===== src/rtl/hazard_pkg.sv =====
// Shared encodings for the hazard-control slice: forwarding selects, FSM states, stall decode.
package hazard_pkg;

  localparam logic [1:0] FWD_RF  = 2'b00;
  localparam logic [1:0] FWD_WB  = 2'b01;
  localparam logic [1:0] FWD_MEM = 2'b10;

  typedef logic [0:0] state_t;
  localparam state_t IDLE  = 1'b0;
  localparam state_t STALL = 1'b1;

  localparam int REG_ZERO = 0;

  typedef struct packed {
    logic piprcon;
    logic pcnoch;
    logic ifidnoch;
    logic ifid_flush;
  } stall_ctl_t;

endpackage


===== src/rtl/fwd_mux_sel.sv =====
// Per-source EX-stage forwarding select; EX/MEM wins over MEM/WB, x0 never forwards.
module fwd_mux_sel
  import hazard_pkg::*;
#(
  parameter int REG_AW = 5
) (
  input  logic [REG_AW-1:0] rs,
  input  logic [REG_AW-1:0] exmem_rd,
  input  logic              exmem_regwrite,
  input  logic [REG_AW-1:0] memwb_rd,
  input  logic              memwb_regwrite,
  output logic [1:0]        sel
);

  logic nz;
  assign nz = (rs != REG_AW'(REG_ZERO));

  always_comb begin
    sel = FWD_RF;
    if (nz && exmem_regwrite && exmem_rd == rs)      sel = FWD_MEM;
    else if (nz && memwb_regwrite && memwb_rd == rs) sel = FWD_WB;
  end

endmodule


===== src/rtl/hazard_ctrl.sv =====
// Load-use stall FSM, branch flush, forwarding selects and saturating stall counter.
module hazard_ctrl
  import hazard_pkg::*;
#(
  parameter int REG_AW   = 5,
  parameter int NUM_SRC  = 2,
  parameter int MEMR_W   = 2,
  parameter int LOAD_LAT = 1,
  parameter int CNT_W    = 16
) (
  input  logic                      clk,
  input  logic                      rst_n,
  input  logic [MEMR_W-1:0]         idex_memr,
  input  logic [REG_AW-1:0]         idex_rd,
  input  logic [NUM_SRC*REG_AW-1:0] ifid_rs,
  input  logic [NUM_SRC-1:0]        ifid_rs_used,
  input  logic [NUM_SRC*REG_AW-1:0] idex_rs,
  input  logic [REG_AW-1:0]         exmem_rd,
  input  logic                      exmem_regwrite,
  input  logic [REG_AW-1:0]         memwb_rd,
  input  logic                      memwb_regwrite,
  input  logic                      branch_taken,
  output logic                      piprcon,
  output logic                      pcnoch,
  output logic                      ifidnoch,
  output logic                      ifid_flush,
  output logic [2*NUM_SRC-1:0]      fwd_sel,
  output logic                      stall_active,
  output logic [CNT_W-1:0]          stall_cnt
);

  state_t     state, state_nxt;
  logic [3:0] rem, rem_nxt;
  logic       raw_haz;
  stall_ctl_t ctl;

  logic [NUM_SRC-1:0][1:0] sel_w;

  for (genvar i = 0; i < NUM_SRC; i++) begin : g_fwd
    fwd_mux_sel #(.REG_AW(REG_AW)) u_fwd (
      .rs             (idex_rs[i*REG_AW +: REG_AW]),
      .exmem_rd       (exmem_rd),
      .exmem_regwrite (exmem_regwrite),
      .memwb_rd       (memwb_rd),
      .memwb_regwrite (memwb_regwrite),
      .sel            (sel_w[i])
    );
  end

  assign fwd_sel = rst_n ? sel_w : '0;

  always_comb begin
    raw_haz = 1'b0;
    for (int i = 0; i < NUM_SRC; i++)
      if (ifid_rs_used[i] && ifid_rs[i*REG_AW +: REG_AW] == idex_rd) raw_haz = 1'b1;
    if (idex_memr == '0 || idex_rd == REG_AW'(REG_ZERO)) raw_haz = 1'b0;
  end

  // Flush outranks any stall: the dependent instruction is being squashed anyway.
  always_comb begin
    ctl       = '0;
    state_nxt = state;
    rem_nxt   = rem;
    if (!rst_n) begin
      state_nxt = IDLE;
      rem_nxt   = '0;
    end else if (branch_taken) begin
      ctl.ifid_flush = 1'b1;
      ctl.piprcon    = 1'b1;
      state_nxt      = IDLE;
      rem_nxt        = '0;
    end else if (state == STALL) begin
      ctl.piprcon  = 1'b1;
      ctl.pcnoch   = 1'b1;
      ctl.ifidnoch = 1'b1;
      rem_nxt      = rem - 4'd1;
      if (rem == 4'd1) state_nxt = IDLE;
    end else if (raw_haz) begin
      ctl.piprcon  = 1'b1;
      ctl.pcnoch   = 1'b1;
      ctl.ifidnoch = 1'b1;
      if (LOAD_LAT > 1) begin
        state_nxt = STALL;
        rem_nxt   = 4'(LOAD_LAT - 1);
      end
    end
  end

  assign piprcon      = ctl.piprcon;
  assign pcnoch       = ctl.pcnoch;
  assign ifidnoch     = ctl.ifidnoch;
  assign ifid_flush   = ctl.ifid_flush;
  assign stall_active = (state == STALL);

  always_ff @(posedge clk) begin
    if (!rst_n) begin
      state     <= IDLE;
      rem       <= '0;
      stall_cnt <= '0;
    end else begin
      state <= state_nxt;
      rem   <= rem_nxt;
      if (ctl.pcnoch && stall_cnt != '1) stall_cnt <= stall_cnt + 1'b1;
    end
  end

endmodule


===== config.mk =====
export PLATFORM = sky130hd
export DESIGN_NAME = hazard_ctrl
export DESIGN_NICKNAME = d
export VERILOG_FILES = /design/src/rtl/hazard_pkg.sv /design/src/rtl/fwd_mux_sel.sv /design/src/rtl/hazard_ctrl.sv
export SDC_FILE = /design/constraint.sdc
export NUM_CORES = 1
export LEC_CHECK = 0
export ABC_AREA = 1
export ABC_CLOCK_PERIOD_IN_PS = 4350
export CAP_MARGIN = 0
export CORE_MARGIN = 2
export CORE_UTILIZATION = 31
export CTS_BUF_LIST = sky130_fd_sc_hd__clkbuf_4 sky130_fd_sc_hd__clkbuf_8
export DETAILED_ROUTE_END_ITERATION = 6
export GPL_ROUTABILITY_DRIVEN = 0
export PLACE_DENSITY_LB_ADDON = 0.15
export SYNTH_ARGS = -nofsm -noshare
export SYNTH_HDL_FRONTEND = slang
export SYNTH_SLANG_ARGS = --single-unit

===== constraint.sdc =====
create_clock -name clk -period 4.35 [get_ports clk]
set_clock_uncertainty 0.1 [all_clocks]
set_input_delay 1.0875 -clock clk [delete_from_list [all_inputs] [get_ports clk]]
set_output_delay 1.0875 -clock clk [all_outputs]
set_load 0.01 [all_outputs]

==> results.py <==
metrics = {
    "status": {
        "status": "finished, final reports clean",
    },
    "floorplan": {
        "fp.dieH_um": 79.7,
        "start_util": 0.322,
        "pin_count": 69,
        "die_w_um": 79.7,
        "die_area_um2": 6350,
        "num_rows": 27,
        "coreArea_um2": 5510,
    },
    "yosys": {
        "ys_async_sr_fraction": 0,
        "synth.area.mux_share": 0,
        "syn_inst": 289,
        "synth_top_family_by_area": "simple AND/OR/NAND/NOR gates",
        "synthTopCellsByCount": "nand2_1 (77), inv_1 (41), nor2_1 (33), dfxtp_1 (21), a21oi_1 (19)",
        "synth-compound-area-share": 0.105,
        "synth.distinct_cells": 30,
        "synth_enable_flop_cells": 0,
        "synthesis.nets": 336,
        "synth-seq-cells": 21,
        "yosysMostFrequentCell": "nand2_1",
        "synth.area.top_cells": "dfxtp_1 (24%), nand2_1 (16%), inv_1 (8.7%)",
        "synth_warnings": 0,
        "syn_area_per_cell_um2": 6.14,
        "synth_top_cell_by_area": "dfxtp_1",
        "synth-main-ff-cell": "dfxtp_1",
        "synth_seq_area_share": 0.237,
        "synth_top_area_share": 0.237,
        "synthesis.area_um2": 1780,
        "synth_xor_area_frac": 0.113,
        "synth_adder_area_share": 0.0211,
        "synthSimpleGateAreaFrac": 0.409,
    },
    "global_route": {
        "antenna_found_initial": 0,
        "globalRouteOverflowTotal": 0,
        "grt_pass1_wl_um": 8210,
        "grt_pass1_vias": 1893,
        "grt_max_degree": 21,
        "grt_util_all_layers": 0.156,
    },
    "cts": {
        "cts_resized": 0,
        "htreeDepth": 1,
        "clk_latency_ns": 0.27,
        "numCtsBuffers": 3,
        "root_buffer": "clkbuf_8",
        "postCtsSetupBuffers": 0,
        "clkTransAtPathRegs_ns": 0.09,
        "cts.sinks": 21,
        "cts_tree": "done",
        "cts_buffer_depth": 2,
        "hold_buffers": 0,
    },
    "detailed_routing": {
        "vias": 2021,
        "drt_wl_total_um": 4870,
        "first_iter_violations": 113,
        "drtAntennaViolNets": 0,
        "dr.pass1.iters": 4,
        "remaining_drc_errors": 0,
        "viasPerCell": 4.71,
        "drt-wirelength-per-cell_um": 11.4,
    },
    "worst_setup_path": {
        "arrival_ns": 2.95,
        "critPathKind": "in2out",
        "path_common_cell": "clkdlybuf4s50_1",
        "start_kind": "input pin",
        "critPathRequiredTime_ns": 3.16,
        "cp_cell_sequence": "clkdlybuf4s50_1 -> or2_2 -> nor4_1 -> nand3b_1 -> and3_1 -> clkdlybuf4s50_1",
        "max_stage_delay_ns": 0.53,
        "endpoint_kind": "output port",
        "slowest_stage": "clkdlybuf4s50_1",
        "critPathMaxFanout": 3,
    },
    "final_layout": {
        "drive_above_1_share": 0.0448,
        "instances_no_fill": 429,
        "final_core_util": 0.467,
        "finalInstanceArea_um2": 2570,
        "seq_area_um2": 420,
        "synthToLayoutAreaGrowth_pct": 44.7,
        "nFillCells": 572,
        "multi_input_area_um2": 1150,
        "layout.nets": 405,
        "diodes": 0,
    },
    "timing": {
        "min_period_over_period": 0.952,
        "slew_viol_final": 0,
        "hold_ws_ns": 0.377,
        "setup_violations": 0,
        "rsz0062_at_grt": "false",
        "min_period_ns": 4.14,
        "hold_viol": 0,
        "relSlewSlack": 0.758,
        "tightestPinTransition_ns": 0.362,
        "clock.fmax_mhz": 241,
        "final.setup.tns_ns": 0,
        "setup_slack_ns": 0.208,
    },
    "job": {
        "max_cap_violations": 0,
    },
    "placement": {
        "pre_cts_slack_ns": 0.213,
        "dpl-instance-area_um2": 2520,
        "numPortBuffers": 68,
        "dp.cells": 425,
        "dpl.hpwl_um": 3770,
    },
    "pwr": {
        "p_leak_nw": 1.03,
        "p_per_area_nw_per_um2": 167,
        "ir_worst_vdd_mv": 0.0845,
        "fin_total_pwr_mw": 0.429,
    },
    "worst_hold_path": {
        "hp-class": "reg2reg",
    },
}
==> cell type report <==
class,instances,share of cell area
clock inverter,1,0.00195
multi-input combinational,219,0.448
clock buffer,3,0.0161
tap,72,0.0351
timing repair buffer,71,0.274
inverter,42,0.0613
sequential,21,0.164
==> path summary, 6_finish.rpt <==
kind / start / endpoint / slack, ns / cells after the start
min reg2reg: rem[3] / rem[3] / 0.38 / 2
max reg2reg: stall_cnt[0] / stall_cnt[7] / 2.28 / 9
max: idex_rs[1] / fwd_sel[0] / 0.21 / 6
min: rem[3] / rem[3] / 0.38 / 2
==> power breakdown <==
part / switching, mW / total (mW) / internal [mW] / leakage, nW
Sequential: 0.000285 / 0.193 / 0.192 / 0.169
Clock: 0.0702 / 0.134 / 0.0640 / 0.0255
Combinational: 0.0454 / 0.103 / 0.0572 / 0.831
==> logic make-up after synthesis <==
kind of cell,Yosys count
simple gates,161
flops,21
fa+ha+maj,3
compound gates,32
buf+inv,49
xor+xnor,23
==> routing by layer <==
metal | wire, um | vias up | global-route usage | share of wire
met3 | 313 | 4 | 0.0430 | 0.064
met2 | 2050 | 52 | 0.250 | 0.42
met4 | 41 | 0 | 0.0293 | 0.0084
met5 | 0 | - | 0 | 0
li1 | - | 1077 | - | -
met1 | 2470 | 888 | 0.212 | 0.51
==> cells in the final DEF, fill, tap and decap left out, types with 3 or more instances in the layout <==
cell and n:
nor4_1 3, nand4_1 17, a211oi_1 3, nand3_1 14, nor2_2 3, nand2_1 77
inv_1 41, xnor2_1 6, ha_1 3, clkbuf_8 3, o21ai_0 3, clkdlybuf4s50_1 68
buf_4 3, nor3_1 4, o22ai_1 3, xor2_1 17, a21oi_1 19, dfxtp_1 21
nor2_1 33
==> state kept, by name (all words and copies together), names as in the netlist <==
| signal | cells |
|---|---|
| stall_cnt | 16 |
| stall_active | 1 |
| rem | 4 |
==> worst max-delay path, delay by kind of cell <==
| family | cells | cell delay (ns) |
|---|---|---|
| AND/OR/NAND/NOR | 4 | 0.87 |
| buffers and inverters | 2 | 0.99 |
No activity file was read; power rests on OpenSTA's default activity.
